<file path="src/rtl/ntt_pkg.sv">
// Shared types and helpers for the NTT stage sequencer.
package ntt_pkg;

  typedef enum logic [1:0] {
    StIdle  = 2'd0,
    StRun   = 2'd1,
    StDrain = 2'd2,
    StDone  = 2'd3
  } ntt_seq_state_t;

  // Working width of the butterfly mapper; transforms up to N = 2^15 are supported.
  localparam int unsigned NTT_MAP_W = 16;

  typedef struct packed {
    logic [NTT_MAP_W-1:0] a;
    logic [NTT_MAP_W-1:0] b;
    logic [NTT_MAP_W-1:0] k;
  } ntt_bf_t;

  // Beats needed to cover the N/2 butterflies of one stage.
  function automatic int unsigned ntt_beats(input int unsigned n, input int unsigned lanes);
    return n / (2 * lanes);
  endfunction

  // Stage port width: max(1, clog2(LOGN)).
  function automatic int unsigned ntt_stage_w(input int unsigned logn);
    return (logn <= 2) ? 1 : $clog2(logn);
  endfunction

  // Butterfly j at shift h: group g = j>>h, offset k, inputs a and b = a + 2^h.
  function automatic ntt_bf_t ntt_bf_map(input logic [NTT_MAP_W-1:0] j, input logic [4:0] h);
    ntt_bf_t              r;
    logic [NTT_MAP_W-1:0] span;
    span = NTT_MAP_W'(1) << h;
    r.k  = j & (span - NTT_MAP_W'(1));
    r.a  = ((j >> h) << (h + 5'd1)) + r.k;
    r.b  = r.a + span;
    return r;
  endfunction

endpackage

</file>
<file path="src/rtl/ntt_lane_addr_gen.sv">
// Combinational coefficient/twiddle address mapping for one butterfly lane.
module ntt_lane_addr_gen
  import ntt_pkg::*;
#(
  parameter int unsigned N      = 256,
  parameter int unsigned LOGN   = $clog2(N),
  parameter int unsigned ADDR_W = $clog2(N)
) (
  input  logic [ADDR_W-1:0] j,
  input  logic [4:0]        h,
  input  logic              mode_inv,
  output logic [ADDR_W-1:0] a,
  output logic [ADDR_W-1:0] b,
  output logic [ADDR_W-1:0] tw
);

  // Inverse twiddles live in the upper half of the ROM.
  localparam logic [ADDR_W-1:0] TW_OFS = ADDR_W'(N / 2);

  ntt_bf_t              bf;
  logic [4:0]           tw_sh;
  logic [NTT_MAP_W-1:0] tw_full;
  logic                 unused_hi;

  // Map the butterfly index to its two inputs and twiddle index.
  always_comb begin
    bf      = ntt_bf_map(NTT_MAP_W'(j), h);
    tw_sh   = 5'(LOGN - 1) - h;
    tw_full = bf.k << tw_sh;
    a       = bf.a[ADDR_W-1:0];
    b       = bf.b[ADDR_W-1:0];
    tw      = tw_full[ADDR_W-1:0] + (mode_inv ? TW_OFS : '0);
  end

  // Results are always below N, so the upper mapper bits are zero.
  assign unused_hi = ^{bf.a[NTT_MAP_W-1:ADDR_W], bf.b[NTT_MAP_W-1:ADDR_W],
                       tw_full[NTT_MAP_W-1:ADDR_W]};

endmodule

</file>
<file path="src/rtl/ntt_stage_sequencer.sv">
// Sequences every butterfly of an N-point radix-2 NTT across LANES butterfly units.
module ntt_stage_sequencer
  import ntt_pkg::*;
#(
  parameter int unsigned N         = 256,
  parameter int unsigned LOGN      = $clog2(N),
  parameter int unsigned LANES     = 2,
  parameter int unsigned DRAIN_CYC = 4,
  parameter int unsigned ADDR_W    = $clog2(N),
  parameter int unsigned STAGE_W   = ntt_stage_w(LOGN)
) (
  input  logic                      clk_core,
  input  logic                      rst,
  input  logic                      start,
  input  logic                      inverse,
  input  logic                      abort,
  output logic                      busy,
  output logic                      done,
  output logic                      mode_inv,
  output logic                      issue_valid,
  input  logic                      issue_ready,
  output logic                      last_in_stage,
  output logic [STAGE_W-1:0]        stage,
  output logic [LANES*ADDR_W-1:0]   coeff_a_addr,
  output logic [LANES*ADDR_W-1:0]   coeff_b_addr,
  output logic [LANES*ADDR_W-1:0]   tw_addr
);

  localparam int unsigned       BEATS      = ntt_beats(N, LANES);
  localparam logic [ADDR_W-1:0] LAST_BASE  = ADDR_W'((BEATS - 1) * LANES);
  localparam logic [STAGE_W-1:0] LAST_STG  = STAGE_W'(LOGN - 1);
  localparam int unsigned       DW         = (DRAIN_CYC > 1) ? $clog2(DRAIN_CYC) : 1;
  localparam logic [DW-1:0]     DRAIN_LAST = DW'((DRAIN_CYC > 0) ? DRAIN_CYC - 1 : 0);

  ntt_seq_state_t     state_q, state_d;
  logic [ADDR_W-1:0]  base_q, base_d;
  logic [STAGE_W-1:0] stage_q, stage_d;
  logic [DW-1:0]      drain_q, drain_d;
  logic               mode_q, mode_d;

  logic                    busy_q, done_q, valid_q, last_q;
  logic [LANES*ADDR_W-1:0] a_q, b_q, tw_q;
  logic [LANES*ADDR_W-1:0] a_nxt, b_nxt, tw_nxt;
  logic [4:0]              h_nxt;
  logic                    accept;

  assign accept = valid_q && issue_ready;

  // Next-state logic for the FSM and its base/stage/drain counters; abort overrides all.
  always_comb begin
    state_d = state_q;
    base_d  = base_q;
    stage_d = stage_q;
    drain_d = drain_q;
    mode_d  = mode_q;
    unique case (state_q)
      StIdle: begin
        if (start) begin
          state_d = StRun;
          mode_d  = inverse;
          base_d  = '0;
          stage_d = '0;
        end
      end
      StRun: begin
        if (accept) begin
          if (base_q == LAST_BASE) begin
            base_d = '0;
            if (DRAIN_CYC > 0) begin
              state_d = StDrain;
              drain_d = '0;
            end else if (stage_q == LAST_STG) begin
              state_d = StDone;
            end else begin
              stage_d = stage_q + STAGE_W'(1);
            end
          end else begin
            base_d = base_q + ADDR_W'(LANES);
          end
        end
      end
      StDrain: begin
        if (drain_q == DRAIN_LAST) begin
          if (stage_q == LAST_STG) begin
            state_d = StDone;
          end else begin
            state_d = StRun;
            stage_d = stage_q + STAGE_W'(1);
          end
        end else begin
          drain_d = drain_q + DW'(1);
        end
      end
      StDone: state_d = StIdle;
      default: state_d = StIdle;
    endcase
    if (abort) begin
      state_d = StIdle;
      base_d  = '0;
      stage_d = '0;
      drain_d = '0;
    end
  end

  // Addresses are computed from next-state values so they register alongside issue_valid.
  assign h_nxt = mode_d ? (5'(LOGN - 1) - 5'(stage_d)) : 5'(stage_d);

  for (genvar l = 0; l < LANES; l++) begin : g_lane
    logic [ADDR_W-1:0] j;
    assign j = base_d + ADDR_W'(l);
    ntt_lane_addr_gen #(
      .N      (N),
      .LOGN   (LOGN),
      .ADDR_W (ADDR_W)
    ) u_gen (
      .j        (j),
      .h        (h_nxt),
      .mode_inv (mode_d),
      .a        (a_nxt[l*ADDR_W +: ADDR_W]),
      .b        (b_nxt[l*ADDR_W +: ADDR_W]),
      .tw       (tw_nxt[l*ADDR_W +: ADDR_W])
    );
  end

  // State, counters and registered outputs; addresses only update when a beat is presented.
  always_ff @(posedge clk_core) begin
    if (rst) begin
      state_q <= StIdle;
      base_q  <= '0;
      stage_q <= '0;
      drain_q <= '0;
      mode_q  <= 1'b0;
      busy_q  <= 1'b0;
      done_q  <= 1'b0;
      valid_q <= 1'b0;
      last_q  <= 1'b0;
      a_q     <= '0;
      b_q     <= '0;
      tw_q    <= '0;
    end else begin
      state_q <= state_d;
      base_q  <= base_d;
      stage_q <= stage_d;
      drain_q <= drain_d;
      mode_q  <= mode_d;
      busy_q  <= (state_d == StRun) || (state_d == StDrain);
      done_q  <= (state_d == StDone);
      valid_q <= (state_d == StRun);
      last_q  <= (state_d == StRun) && (base_d == LAST_BASE);
      if (state_d == StRun) begin
        a_q  <= a_nxt;
        b_q  <= b_nxt;
        tw_q <= tw_nxt;
      end
    end
  end

  assign busy          = busy_q;
  assign done          = done_q;
  assign mode_inv      = mode_q;
  assign issue_valid   = valid_q;
  assign last_in_stage = last_q;
  assign stage         = stage_q;
  assign coeff_a_addr  = a_q;
  assign coeff_b_addr  = b_q;
  assign tw_addr       = tw_q;

endmodule

</file>
<file path="config.mk">
export PLATFORM = sky130hd
export DESIGN_NAME = ntt_stage_sequencer
export DESIGN_NICKNAME = d
export VERILOG_FILES = /design/src/rtl/ntt_pkg.sv /design/src/rtl/ntt_lane_addr_gen.sv /design/src/rtl/ntt_stage_sequencer.sv
export SDC_FILE = /design/constraint.sdc
export NUM_CORES = 1
export LEC_CHECK = 0
export BUFFER_PORTS_ARGS = -buffer_cell sky130_fd_sc_hd__buf_2
export CAP_MARGIN = 25
export CORE_MARGIN = 5
export CORE_UTILIZATION = 55
export CTS_CLUSTER_DIAMETER = 100
export CTS_CLUSTER_SIZE = 12
export DETAILED_ROUTE_END_ITERATION = 10
export PLACE_DENSITY = 0.81
export SKIP_LAST_GASP = 1
export SYNTH_ARGS = -nofsm -noshare
export SYNTH_HDL_FRONTEND = slang
export SYNTH_HIERARCHICAL = 1
export SYNTH_SLANG_ARGS = --single-unit
</file>
<file path="constraint.sdc">
create_clock -name clk_core -period 18.1 [get_ports clk_core]
set_input_delay 1.81 -clock clk_core [delete_from_list [all_inputs] [get_ports clk_core]]
set_output_delay 1.81 -clock clk_core [all_outputs]
set_load 0.02 [all_outputs]
</file>
==> impl_metrics.py <==
metrics = {
    "timing": {
        "fmax_ghz": 0.1262,
        "drv_slew": 0,
        "setup_viol": 0,
        "skew_ns": 0.009538,
        "setup_tns_ns": 0,
        "hold_viol": 0,
        "finalCritPeriodShare_pct": 43.78,
        "grt_setup_unrepaired": "false",
        "min_period_ns": 7.924,
        "relSlewSlack_pct": 42.71,
        "worst_pin_slew_ns": 0.8593,
    },
    "synth": {
        "seq_area_frac_synth_pct": 20.96,
        "synthFlopType": "dfxtp_1",
        "synth-seq-cells": 68,
        "synth-edff-count": 0,
        "synth_area_sq_um": 6496,
        "syn_avg_cell_area_sq_um": 8.110,
        "async_flop_share_pct": 0,
        "yosysWarnings": 6,
        "syn-instance-count": 801,
        "synth_cell_type_count": 97,
    },
    "worst_hold_path": {
        "hold_start": "drain_q[1]$_SDFFE_PP0P_",
        "min-delay-path-class": "reg -> reg",
        "worst_hold_path.num_cells": 2,
        "min_to": "drain_q[1]$_SDFFE_PP0P_",
    },
    "drt": {
        "num_vias": 6028,
        "via_per_inst": 6.070,
        "drc_errors": 0,
        "routedWlPerCell_um": 17.16,
        "drt_iter0_markers": 616,
        "wl_mm": 17.04,
        "antenna_left": 0,
        "dr.pass1.iters": 5,
    },
    "floorplanning": {
        "rows": 39,
        "initial_core_util_pct": 56.41,
        "core_sq_um": 11520,
        "die_height_um": 118.7,
        "die_area_sq_um": 14080,
        "io_pins": 62,
        "die_w_um": 118.7,
    },
    "grt": {
        "overflow": 0,
        "grt_pass1_wl_mm": 28.41,
        "grt_pass1_vias": 5741,
        "grt_usage_pct": 24.26,
        "grt_antenna_before_repair": 0,
        "grt_max_degree": 68,
    },
    "pwr": {
        "p_leak_nw": 3.241,
        "p_sw_share_pct": 29.08,
        "p_comb_share_pct": 21.1,
        "internal_power_w": 0.0003253,
        "p_seq_share_pct": 33.6,
        "ir_worst_vdd_mv": 0.05367,
        "switching_power_w": 0.0001334,
        "clkPwrFrac_pct": 45.3,
        "powerDensity_nw_per_um2": 63.52,
    },
    "worst_setup_path": {
        "reg2reg_slack_ns": 11.16,
        "cp_top_family": "simple AND/OR/NAND/NOR gates",
        "max_stage_delay_ns": 0.68,
        "path_class": "in -> reg",
        "crit_arrival_ns": 8.14,
        "endpoint_kind": "flop",
        "r2r_end": "coeff_b_addr[7]$_SDFFE_PP0P_",
        "path_max_fanout": 67,
        "crit_slowest_cell": "mux2i_1",
        "r2r_start": "state_q[0]$_SDFF_PP0_",
        "worstPathRequired_ns": 18.31,
        "ff2ff_path_depth": 24,
        "crit_buf_inv": 3,
        "start_kind": "input port",
    },
    "final_layout": {
        "layout_common_cells": "nor2_1, mux2i_1, dfxtp_1, buf_2, ha_1",
        "area_growth_pct": 11.15,
        "final_util_pct": 62.70,
        "fin_nets": 904,
        "diodes": 0,
        "final_layout_size_suffix_gt1_share_pct": 15.41,
        "final_common_cell": "nor2_1",
    },
    "placement": {
        "dp_hpwl_mm": 12.26,
        "gp_congestion": 0.9696,
        "io_buffer_count": 61,
    },
    "cts": {
        "path_clk_slew_ns": 0.06,
        "holdBufCountCts": 0,
        "cts_resized": 0,
        "cts_buffers": 9,
        "cts.sinks": 68,
        "cts_max_level": 3,
        "tritoncts": "built",
        "worstSkewPairLatency_ns": 0.35,
        "postCtsSetupRepairBufs": 0,
        "root_buffer": "clkbuf_16",
        "cts_max_path_buffers": 2,
    },
    "run_status": {
        "status": "completed",
    },
    "flow_run": {
        "max-cap-violations": 0,
    },
}
## kinds of logic (layout without fill, tap and decap cells)
| logic type | count (synthesis) | in the layout | share of synthesized area (%) |
|---|---|---|---|
| other | 1 | 16 | 0.05773 |
| xor gates and xnor gates | 48 | 48 | 6.895 |
| muxes | 86 | 86 | 14.62 |
| buffers and inverters | 83 | 117 | 5.547 |
| adders and majority gates | 53 | 53 | 10.67 |
| DFF | 68 | 68 | 20.96 |
| and+or+nand+nor | 307 | 307 | 24.58 |
| AOI/OAI and AO/OA | 155 | 155 | 16.68 |
## Yosys cell counts (4+ instances only)
master / number / share of area (%)
a21boi_0: 5 / 0.58
a21o_1: 10 / 1.2
a21oi_1: 39 / 3.0
a311oi_1: 4 / 0.54
a31oi_1: 9 / 0.87
and2_1: 11 / 1.1
and3_1: 10 / 0.96
buf_1: 8 / 0.46
buf_2: 11 / 0.85
clkbuf_1: 23 / 1.3
dfxtp_1: 68 / 21
fa_1: 4 / 1.2
ha_1: 49 / 9.4
inv_1: 34 / 2.0
mux2_2: 7 / 1.2
mux2i_1: 72 / 11
mux4_2: 6 / 2.1
nand2_1: 43 / 2.5
nand2b_1: 11 / 1.1
nand3_1: 12 / 0.92
nand4_1: 5 / 0.48
nand4b_1: 4 / 0.54
nor2_1: 114 / 6.6
nor2b_1: 21 / 2.0
nor3_1: 25 / 1.9
nor4_1: 8 / 0.77
o21a_1: 4 / 0.46
o21ai_0: 30 / 2.3
or2_2: 5 / 0.48
or3_1: 8 / 0.77
xnor2_1: 31 / 4.2
xor2_1: 15 / 2.0
## final cells by class
type	instances	area (sq um)
repair buffers	66	342.8
fillers	1017	4295
clock inverters	5	107.6
clock buffers	11	242.7
multi-input cells	665	4856
inverters	35	131.4
well taps	143	178.9
flip-flops and latches	68	1361
## metrics by stage
stage,hold slack [ns],setup slack [ns],cell area [sq um],cells,power [W]
finish,0.4808,10.18,7221,993,0.0004587
global route,0.5101,9.671,7221,993,0.0004769
CTS,0.4789,10.27,7221,993,0.0004591
detailed placement,0.4709,9.936,6870,977,0.0002510
global placement,0.4643,10.14,6870,977,0.0002500
floorplan,0.4516,10.46,6553,816,0.0002343
## worst max path at each step
stage | startpoint | end | slack, ns | depth (start not counted)
floorplan | start | coeff_b_addr[7]$_SDFFE_PP0P_ | 10.46 | 26
global placement | start | coeff_b_addr[7]$_SDFFE_PP0P_ | 10.14 | 25
detailed placement | start | coeff_b_addr[7]$_SDFFE_PP0P_ | 9.94 | 25
CTS | start | coeff_b_addr[7]$_SDFFE_PP0P_ | 10.27 | 25
global route | start | coeff_b_addr[7]$_SDFFE_PP0P_ | 9.67 | 25
finish | start | coeff_b_addr[7]$_SDFFE_PP0P_ | 10.18 | 25
## power by group through the flow
stage	Combinational [W]	Clock [W]	Sequential, W
after floorplan	0.0000744	0	0.000160
after global placement	0.0000926	0	0.000157
after detailed placement	0.0000935	0	0.000157
after CTS	0.0000946	0.000210	0.000154
after global routing	0.000106	0.000217	0.000154
final	0.0000969	0.000208	0.000154
## routing by layer
layer	share of wire [%]	vias to the layer above	GRT usage, %	wire [um]
met3	7.2	32	5.635	1221
met1	44	2810	31.79	7451
met4	2.1	0	9.051	353
met2	47	237	39.01	8009
met5	0	-	0	0
li1	-	2949	-	-
## registers in the layout (all words and copies together), names as in the netlist
register	count
base_q	8
busy	1
coeff_a_addr	16
coeff_b_addr	16
done	1
drain_q	2
issue_valid	1
last_in_stage	1
mode_inv	1
stage	3
state_q	2
tw_addr	16
## worst min-delay path, cell delays in order (launching register included)
cell,delay (ns)
dfxtp_1,0.31
nand3_1,0.06
a21oi_1,0.06
Power figures use the tool's default switching activity.
